File: src/rtl/qft4_stream.sv
// qft4_stream -- streaming 4-point DFT / QFT engine.
//
// Buffers a frame of four signed complex samples, runs a two-stage radix-2
// butterfly (twiddles are only +-1 and +-j, so no multipliers), then returns
// X[0..3] serially in natural order over a valid/ready handshake.
//
// Optional build macro: QFT_NORM_EN
//   defined   - outputs scaled by 1/2 (unitary 4-point QFT), (v+1)>>>1 rounding
//   undefined - exact, unscaled DFT outputs
//
// Parameters:
//   DATA_W  input real/imag width (signed)
//   OUT_W   output real/imag width (signed), must be >= DATA_W+2
//
// Ports:
//   clk        clock, rising edge
//   rst_n      asynchronous active-low reset
//   inv        0 = forward (W = -j), 1 = inverse (W = +j); taken with sample 0
//   in_valid   input sample valid
//   in_ready   engine accepts a sample (LOAD only)
//   in_re/im   input sample
//   out_valid  output sample valid (UNLOAD only)
//   out_ready  downstream accepts output
//   out_re/im  output bin X[k]
//   out_idx    bin index k
//   out_last   high with k = 3
//   busy       engine holds or processes a frame
//
// state  | meaning
// -------+-----------------------------------------------
// LOAD   | accepting x[0..3]; cnt_q = samples held
// BFLY1  | first butterfly stage registers a0..a3
// BFLY2  | second stage registers X0..X3
// UNLOAD | presenting X[idx_q], advance on out handshake

module qft4_stream #(
  parameter int DATA_W = 8,
  parameter int OUT_W  = 13
) (
  input  logic                     clk,
  input  logic                     rst_n,
  input  logic                     inv,
  input  logic                     in_valid,
  output logic                     in_ready,
  input  logic signed [DATA_W-1:0] in_re,
  input  logic signed [DATA_W-1:0] in_im,
  output logic                     out_valid,
  input  logic                     out_ready,
  output logic signed [OUT_W-1:0]  out_re,
  output logic signed [OUT_W-1:0]  out_im,
  output logic [1:0]               out_idx,
  output logic                     out_last,
  output logic                     busy
);

  localparam int A_W = DATA_W + 1;
  localparam int B_W = DATA_W + 2;

  if (OUT_W < DATA_W + 2) begin : g_bad_out_w
    $error("qft4_stream: OUT_W must be >= DATA_W+2");
  end

  typedef enum logic [1:0] {
    S_LOAD   = 2'd0,
    S_BFLY1  = 2'd1,
    S_BFLY2  = 2'd2,
    S_UNLOAD = 2'd3
  } state_t;

  state_t     state_q, state_d;
  logic [1:0] cnt_q, cnt_d;
  logic [1:0] idx_q, idx_d;
  logic       inv_q, inv_d;

  logic signed [DATA_W-1:0] xr_q [4];
  logic signed [DATA_W-1:0] xi_q [4];
  logic signed [A_W-1:0]    ar_q [4];
  logic signed [A_W-1:0]    ai_q [4];
  logic signed [A_W-1:0]    ar_d [4];
  logic signed [A_W-1:0]    ai_d [4];
  logic signed [OUT_W-1:0]  yr_q [4];
  logic signed [OUT_W-1:0]  yi_q [4];
  logic signed [OUT_W-1:0]  yr_d [4];
  logic signed [OUT_W-1:0]  yi_d [4];

  // Forward-direction odd-bin terms; the inverse swaps X1 and X3.
  logic signed [B_W-1:0] x0r, x0i, x2r, x2i;
  logic signed [B_W-1:0] f1r, f1i, f3r, f3i;

  // Sign-extend a stage-2 result to the output width, optionally halving it.
  // The +1 cannot overflow: |v| <= 2^(DATA_W+1) fits OUT_W with headroom.
  function automatic logic signed [OUT_W-1:0] finish_val(input logic signed [B_W-1:0] v);
    logic signed [OUT_W-1:0] e;
    e = OUT_W'(v);
`ifdef QFT_NORM_EN
    e = (e + OUT_W'(1)) >>> 1;
`endif
    return e;
  endfunction

  // ---------------------------------------------------------------- control
  always_ff @(posedge clk or negedge rst_n) begin
    if (!rst_n) begin
      state_q <= S_LOAD;
      cnt_q   <= 2'd0;
      idx_q   <= 2'd0;
      inv_q   <= 1'b0;
    end else begin
      state_q <= state_d;
      cnt_q   <= cnt_d;
      idx_q   <= idx_d;
      inv_q   <= inv_d;
    end
  end

  always_comb begin
    state_d   = state_q;
    cnt_d     = cnt_q;
    idx_d     = idx_q;
    inv_d     = inv_q;
    in_ready  = 1'b0;
    out_valid = 1'b0;
    case (state_q)
      S_LOAD: begin
        in_ready = 1'b1;
        if (in_valid) begin
          cnt_d = cnt_q + 2'd1;
          if (cnt_q == 2'd0) inv_d = inv;
          if (cnt_q == 2'd3) state_d = S_BFLY1;
        end
      end
      S_BFLY1: state_d = S_BFLY2;
      S_BFLY2: begin
        state_d = S_UNLOAD;
        idx_d   = 2'd0;
      end
      S_UNLOAD: begin
        out_valid = 1'b1;
        if (out_ready) begin
          idx_d = idx_q + 2'd1;
          if (idx_q == 2'd3) state_d = S_LOAD;
        end
      end
      default: state_d = S_LOAD;
    endcase
  end

  // --------------------------------------------------------------- datapath
  always_comb begin
    ar_d[0] = A_W'(xr_q[0]) + A_W'(xr_q[2]);
    ai_d[0] = A_W'(xi_q[0]) + A_W'(xi_q[2]);
    ar_d[1] = A_W'(xr_q[0]) - A_W'(xr_q[2]);
    ai_d[1] = A_W'(xi_q[0]) - A_W'(xi_q[2]);
    ar_d[2] = A_W'(xr_q[1]) + A_W'(xr_q[3]);
    ai_d[2] = A_W'(xi_q[1]) + A_W'(xi_q[3]);
    ar_d[3] = A_W'(xr_q[1]) - A_W'(xr_q[3]);
    ai_d[3] = A_W'(xi_q[1]) - A_W'(xi_q[3]);
  end

  always_comb begin
    x0r = B_W'(ar_q[0]) + B_W'(ar_q[2]);
    x0i = B_W'(ai_q[0]) + B_W'(ai_q[2]);
    x2r = B_W'(ar_q[0]) - B_W'(ar_q[2]);
    x2i = B_W'(ai_q[0]) - B_W'(ai_q[2]);
    // (a1) + W*(a3) with W = -j  ->  (a1r + a3i) + j(a1i - a3r)
    f1r = B_W'(ar_q[1]) + B_W'(ai_q[3]);
    f1i = B_W'(ai_q[1]) - B_W'(ar_q[3]);
    f3r = B_W'(ar_q[1]) - B_W'(ai_q[3]);
    f3i = B_W'(ai_q[1]) + B_W'(ar_q[3]);

    yr_d[0] = finish_val(x0r);
    yi_d[0] = finish_val(x0i);
    yr_d[2] = finish_val(x2r);
    yi_d[2] = finish_val(x2i);
    yr_d[1] = finish_val(inv_q ? f3r : f1r);
    yi_d[1] = finish_val(inv_q ? f3i : f1i);
    yr_d[3] = finish_val(inv_q ? f1r : f3r);
    yi_d[3] = finish_val(inv_q ? f1i : f3i);
  end

  always_ff @(posedge clk or negedge rst_n) begin
    if (!rst_n) begin
      for (int i = 0; i < 4; i++) begin
        xr_q[i] <= '0;
        xi_q[i] <= '0;
        ar_q[i] <= '0;
        ai_q[i] <= '0;
        yr_q[i] <= '0;
        yi_q[i] <= '0;
      end
    end else begin
      if (state_q == S_LOAD && in_valid) begin
        xr_q[cnt_q] <= in_re;
        xi_q[cnt_q] <= in_im;
      end
      if (state_q == S_BFLY1) begin
        for (int i = 0; i < 4; i++) begin
          ar_q[i] <= ar_d[i];
          ai_q[i] <= ai_d[i];
        end
      end
      if (state_q == S_BFLY2) begin
        for (int i = 0; i < 4; i++) begin
          yr_q[i] <= yr_d[i];
          yi_q[i] <= yi_d[i];
        end
      end
    end
  end

  // ---------------------------------------------------------------- outputs
  assign out_re   = out_valid ? yr_q[idx_q] : '0;
  assign out_im   = out_valid ? yi_q[idx_q] : '0;
  assign out_idx  = idx_q;
  assign out_last = out_valid && (idx_q == 2'd3);
  assign busy     = (state_q != S_LOAD) || (cnt_q != 2'd0);

endmodule

File: config.mk
export PLATFORM = sky130hd
export DESIGN_NAME = qft4_stream
export DESIGN_NICKNAME = d
export VERILOG_FILES = /design/src/rtl/qft4_stream.sv
export SDC_FILE = /design/constraint.sdc
export NUM_CORES = 1
export LEC_CHECK = 0
export BUFFER_PORTS_ARGS = -buffer_cell sky130_fd_sc_hd__clkbuf_2
export CAP_MARGIN = 15
export CORE_MARGIN = 2
export CORE_UTILIZATION = 63
export CTS_CLUSTER_DIAMETER = 60
export DETAILED_ROUTE_END_ITERATION = 7
export GPL_TIMING_DRIVEN = 0
export PLACE_DENSITY_LB_ADDON = 0.12
export SLEW_MARGIN = 10
export SYNTH_ARGS = -nofsm -noshare
export SYNTH_HDL_FRONTEND = slang
export SYNTH_SLANG_ARGS = --single-unit
export TNS_END_PERCENT = 1
File: constraint.sdc
create_clock -name clk -period 2.4 [get_ports clk]
set_input_delay 0.24 -clock clk [delete_from_list [all_inputs] [get_ports clk]]
set_output_delay 0.24 -clock clk [all_outputs]
set_load 0.01 [all_outputs]
==> summary.md, run 1 <==
| Metric | Value |
|---|---|
| Seq/Total Area, Yosys | 0.367 |
| IO Count | 53 |
| Clk_lat worst skew | 540 ps |
| Synth Area in Adders | 0.146 |
| Status | finished, final reports clean |
| DRC | 0 |
| Setup Slack @ Placement | -132 ps |
| Net count after synthesis | 1701 |
| RSZ-0062 raised after global routing | yes |
| Global-route wire length before repair | 61700 um |
| Initial antenna violation count | 0 |
| Mean routed wirelength per cell | 19.6 um |
| Met3 track demand over resource | 0.0415 |
| Number of global-route vias before repair | 11262 |
| Root Driver | clkbuf_16 |
| Drt pass-1 iters | 7 |
| Crit Path Class | reg2reg |
| Final core occ | 0.729 |
| R2R setup slack | roughly 42 ps |
| Slew @ Worst Pin | 776 ps |
| Main synth FF type | dfrtp_1 |
| GR Util met1 | 0.465 |
| Multiplexer share of the synthesized area | 0.106 |
| Starting DRC count in detailed routing | about 1000 |
| Core area | 22800 um2 |
| Met2 GRT Util | 0.515 |
| Final Hold Fails | 0 |
| Overflow after GRT | 0 |
| Syn-to-layout area delta | 13.2% |
| Element type at the critical path end | flop |
| Crit path DAT | 2810 ps |
| Register bit count reported by yosys | 215 |
| Average vias per placed instance | approximately 6 |
| CTS tree | built |
| Num rows | 55 |
| Placed Area | ~15000 um2 |
| Final period util | 0.982 |
| Post-DRT Antenna Nets | 0 |
| Most frequent cells in the layout | dfrtp_1 (207), ha_1 (143), inv_1 (135) |
| Distinct cell type count after synthesis | 67 |
| Async S/R FF share, synth | 1.00 |
| Synth Cell Area | 14700 um2 |
| CP startpoint kind | flop |
| Vias | 11648 |
| Final #Nets | around 1800 |
| Clock Skews | roughly 11 ps |
| Antenna cells | 0 |
| Final worst slack | approximately 42 ps |
| IO buf count | 51 |
| Die width | 157 um |
| Clk slew on worst S/H paths | around 60 ps |
| XOR/XNOR Fraction of Synth Area | 0.0299 |
| Simple-gate share of the synthesized area | 0.136 |
| Largest family of logic cells by synthesized area | compound AO/OA/AOI/OAI gates |
| Global-route usage over all layers | 0.324 |
| Starting density of the core | 0.644 |
| Setup violators final | 0 |
| CP required | 2850 ps |
| Post-Synthesis Cells | between 1500 and 2000 |
| DP HPWL | 29000 um |
| Number of synthesized flops with an enable pin | 0 |
| Design area | 16600 um2 |
| Clock buffer depth | 3 |
| Worst hold margin | around 15 ps |
| Layout cell share with drive strength beyond 1 | 0.173 |
| CTS H-tree depth | 1 |
| HP Class | in2reg |
| Routability cong. | 0.942 |
| CTS Buf Count | 26 |
| Final worst path period need | 2360 ps |
| Number of max-cap violations | 0 |
| Most common cell after layout, fill and taps aside | dfrtp_1 |
| Syn. warnings | 0 |
| Die area | between 20000 and 25000 um2 |
| Peak Freq | 424 MHz |
| Slew Viols, Final | 0 |
| Rel. slew slack | 0.483 |
| Total wire length | 38200 um |
| Largest fanout on the critical path | 5 |
| GR peak layer | met2 |
| Post-CTS setup buffer count | 0 |
| Die outline height | 157 um |
| Largest net degree at the start of global routing | about 100 |
| Clock sinks | approximately 220 |
| Synth Area in Compound Gates | 0.157 |
| Syn Area/Cell | around 9.7 um2 |
-- synthesized netlist by cell type, drive strengths merged, types with 20 or more instances --
cell type | instances | area (um2)
buf | 35 | 193
o31ai | 20 | 150
xnor2 | 45 | 394
nand3 | 25 | 125
o21a | 22 | 165
nand2b | 27 | 169
or3 | 33 | 206
dfrtp | 215 | 5380
clkbuf | 42 | 158
o21bai | 20 | 154
ha | 145 | 1810
and2 | 23 | 144
nor3 | 56 | 280
nor2b | 28 | 183
inv | 137 | 514
mux2 | 89 | 1010
o21ai | 77 | 389
a21oi | 91 | 463
nand2 | 60 | 225
nor2 | 118 | 443
a31oi | 25 | 156
-- kinds of logic (layout without fill, tap and decap cells) --
logic type | count (synthesis) | count (layout)
simple gates | 403 | 403
compound gates | 354 | 354
flops | 215 | 215
buf+inv | 215 | 332
fa+ha+maj | 161 | 161
mux | 121 | 121
xor+xnor | 50 | 50
-- registers in the layout (all words and copies together) (netlist names) --
name / cells
inv_q: 1
yi_q: 38
out_idx: 2
cnt_q: 2
xi_q: 32
state_q: 2
xr_q: 32
ai_q: 34
yr_q: 38
ar_q: 34
-- worst max-delay path, cell delays in order, from the launching register on --
cell     delay, ps
dfrtp_2        500
ha_1           210
inv_1           50
fa_1           410
a21o_1         210
a21oi_2        180
o21ai_0        120
nor2b_1        200
o21a_1         180
o31ai_1        210
-- final cells by class --
cell class / count / area (um2)
clock buffer: 37 / 763
sequential: 215 / 5390
buffer: 77 / 380
timing repair buffer: 70 / 489
tap: 313 / 392
clock inverter: 10 / 149
fill: 1720 / 6180
multi-input combinational: 1089 / 8520
inverter: 138 / 518
-- what timing repair did --
action                                  4_1_cts  5_1_grt
gates resized for setup                      16       43
endpoints found under the setup margin       59      126
endpoints found under the hold margin       104        0
hold buffers                                 17        0
pin swaps                                     0        2
-- metal layers --
layer | part of all wire | up-vias | wire length (um)
li1 | - | 5526 | -
met1 | 0.46 | 5686 | 17400
met2 | 0.46 | 376 | 17500
met3 | 0.059 | 60 | 2270
met4 | 0.028 | 0 | 1060
met5 | 0 | - | 0
-- worst paths after layout --
| check | from | endpoint | depth (start not counted) |
|---|---|---|---|
| worst min-delay path | in_im[7] | xi_q[7] | 2 |
| worst max register to register | ar_q[9] | yr_q[21] | 9 |
| max in group asynchronous | rst_n | out_idx[0] | 3 |
| min in group asynchronous | rst_n | xr_q[10] | 2 |
| worst min register to register | yr_q[21] | yr_q[21] | 2 |
| worst max-delay path | ar_q[9] | yr_q[21] | 9 |
-- through the flow --
step	TNS, ps	std cells
after floorplan	0	1519
after global placement	-669170	1883
after detailed placement	-1420	1885
after CTS	-218	1949
after global routing	-738	1949
final	0	1949
Power of run 1 is not shown: default switching activity piles up to over one toggle a cycle in this logic, so the estimate is an artifact.
==> run 2: changes to the inputs <==
--- a/config.mk
+++ b/config.mk
@@ -7,6 +7,7 @@
 export LEC_CHECK = 0
 export BUFFER_PORTS_ARGS = -buffer_cell sky130_fd_sc_hd__clkbuf_2
 export CAP_MARGIN = 15
+export CORE_ASPECT_RATIO = 1.5
 export CORE_MARGIN = 2
 export CORE_UTILIZATION = 63
 export CTS_CLUSTER_DIAMETER = 60
==> constraint.sdc (replaced) <==
create_clock -name clk -period 2.4 [get_ports clk]
set_input_delay 0.24 -clock clk [delete_from_list [all_inputs] [get_ports clk]]
set_output_delay 0.24 -clock clk [all_outputs]
set_load 0.005 [all_outputs]
==> run 2 against run 1 <==
The flow now finishes with violations (negative setup slack). Design area decreased by 2.1%. Worst setup slack lost 44 ps. First-iteration DRC count shrank 16%. Clock skew rose by 0.65 ps. Global-route usage is 1.0 points lower. Routed wire length fell by 1.4%. Cell count is 2.5% lower. Via count decreased by 1.1%. Critical path depth did not move. Utilization down 2.1 points. Non-clock buffer count is 9 lower. Clock-buffer cell count is 10 lower.
==> summary.md, run 2 (same netlist as run 1, synthesis figures left out) <==
| Metric | Value |
|---|---|
| Status | complete, but fails checks |
| Failing checks | negative setup slack |
| Crit path buffers/inverters | 1 (unchanged) |
| Die width | 129 um (-18%) |
| Layout cell share with drive strength beyond 1 | 0.170 (-0.00323) |
| Clock Skews | 11.2 ps (+0.649 ps) |
| Setup Slack @ Placement | -187 ps (-55.0 ps) |
| CP Launch Point | ar_q[9] |
| Global-route wire length before repair | 60000 um (-2.8%) |
| DP HPWL | 29400 um (+1.5%) |
| Slew @ Worst Pin | 765 ps (-10.6 ps) |
| HP Class | in2reg |
| CP startpoint kind | flop |
| Mean routed wirelength per cell | 19.8 um (+1.2%) |
| Syn-to-layout area delta | 10.8% |
| Final worst path period need | 2400 ps (+43.7 ps) |
| Largest net degree at the start of global routing | 78 (-24%) |
| Final period util | 1.00 (+0.0182) |
| Global-route usage over all layers | 0.314 (-0.00999) |
| R2R depth | 9 (unchanged) |
| Worst path max stage delay | 510 ps (about the same) |
| Starting DRC count in detailed routing | 877 (-16%) |
| Routability cong. | 0.946 (+0.47%) |
| Die area | 24500 um2 (+0.10%) |
| Multi-input gate area | 8500 um2 (-0.24%) |
| Average vias per placed instance | 6.06 (+1.5%) |
| Crit path DAT | 2820 ps (about the same) |
| Rel. slew slack | 0.490 (+0.00705) |
| Final worst slack | -1.39 ps (-43.7 ps) |
| Clk_lat worst skew | 520 ps (-20 ps) |
| Setup violators final | 1 (+1) |
| Biggest regs | yi_q x38, yr_q x38 |
| Reg2reg start | ar_q[9] |
| Vias | 11521 (-1.1%) |
| Final #Nets | 1786 (-0.72%) |
| Root Driver | clkbuf_16 |
| Register area | 5390 um2 (about the same) |
| Clk slew on worst S/H paths | 70 ps (about the same) |
| Element type at the critical path end | flop |
| CP max-delay cell | dfrtp_2 |
| Final Hold Fails | 0 (unchanged) |
| FILL cells | 1819 (+5.8%) |
| Drt pass-1 iters | 5 (-2) |
| RSZ-0062 raised after global routing | yes |
| Post-DRT Antenna Nets | 0 (unchanged) |
| Peak Freq | 416 MHz (-1.8%) |
| CTS tree | built |
| Crit Path Class | reg2reg |
| Most frequent cells in the layout | dfrtp_1 (208), ha_1 (142), inv_1 (136) |
| Number of max-cap violations | 0 (unchanged) |
| Total wire length | 37700 um (-1.4%) |
| Largest fanout on the critical path | 5 (unchanged) |
| CP endpoint | yr_q[21] |
| Clock sinks | 215 (unchanged) |
| Final TNS setup | -1.39 ps (-1.39 ps) |
| IO buf count | 51 (unchanged) |
| Die outline height | 191 um (+22%) |
| DRC | 0 (unchanged) |
| IO Count | 53 (unchanged) |
| Num rows | 68 (+24%) |
| Most common cell after layout, fill and taps aside | dfrtp_1 |
| Slew Viols, Final | 0 (unchanged) |
| CP Cell Sequence | ha_1, inv_1, fa_1, a21o_1, a21oi_2, o21ai_0, nor2b_1, o21a_1, o31ai_2 |
| CTS Buf Count | 22 (-15%) |
| Overflow after GRT | 0 (unchanged) |
| R2R setup slack | -1 ps (-40 ps) |
| Core area | 23000 um2 (+0.85%) |
| Starting density of the core | 0.639 (-0.00544) |
| Number of global-route vias before repair | 11475 (+1.9%) |
| Stages on the worst setup path | 9 (unchanged) |
| Initial antenna violation count | 0 (unchanged) |
| Clock buffer depth | 3 (unchanged) |
| Post-CTS setup buffer count | 0 (unchanged) |
| Antenna cells | 0 (unchanged) |
| CP top delay family | compound AO/OA/AOI/OAI gates |
| CTS H-tree depth | 1 (unchanged) |
| Worst reg2reg path endpoint | yr_q[21] |
| CP required | 2820 ps (-30 ps) |
run 2: changes by cell type in the layout (fill, tap and decap cells not counted), moves of 3 or more:
cell and change:
nor3_1 +3, clkinvlp_4 +3, dlygate4sd3_1 -9, nor3_2 -3
clkinv_2 +4, clkbuf_8 -3, clkbuf_16 -4
run 2: timing repair:
| action | 4_1_cts | 5_1_grt |
|---|---|---|
| pin swaps | 0 | 4 |
| resized for setup | 15 | 38 |
| endpoints found under the hold margin | 95 | 0 |
| setup endpoints to repair | 52 | 92 |
| hold buffers | 8 | 0 |
run 2: how the worst min path moves through the flow:
| stage | cells past startpoint | slack (ps) | startpoint | endpoint |
|---|---|---|---|---|
| after floorplan | 0 | -60 | rst_n | ai_q[10] |
| after global placement | 1 | 460 | yr_q[4] | yr_q[4] |
| after detailed placement | 1 | 290 | rst_n | yr_q[28] |
| after CTS | 2 | 5 | in_im[1] | xi_q[17] |
| after global routing | 2 | 10 | in_re[3] | xr_q[27] |
| final | 2 | 10 | in_re[1] | xr_q[17] |
run 2: stage by stage:
step / util / area [um2] / instances / hold slack, ps
CTS: 0.704 / 16200 / 1900 / 5.17
global route: 0.707 / 16200 / 1900 / 13.6
floorplan: - / 14700 / 1519 / -55.6
detailed placement: 0.668 / 15300 / 1852 / 289
finish: 0.707 / 16200 / 1900 / 14.0
global placement: 0.665 / 15300 / 1850 / 459
run 2: layer usage:
metal,part of all wire,vias to the layer above,track usage
li1,-,5502,-
met1,0.40,5611,0.379
met2,0.51,307,0.565
met3,0.040,101,0.0286
met4,0.051,0,0.139
met5,0,-,0
run 2: layout make-up:
| cell class | count | share of cell area |
|---|---|---|
| sequential | 215 | 0.332 |
| multi-input combinational | 1089 | 0.523 |
| tap | 280 | 0.0216 |
| buffer | 77 | 0.0230 |
| clock inverter | 13 | 0.00670 |
| inverter | 138 | 0.0319 |
| timing repair buffer | 61 | 0.0246 |
| clock buffer | 27 | 0.0376 |
Power of run 2 is left out for the same reason.
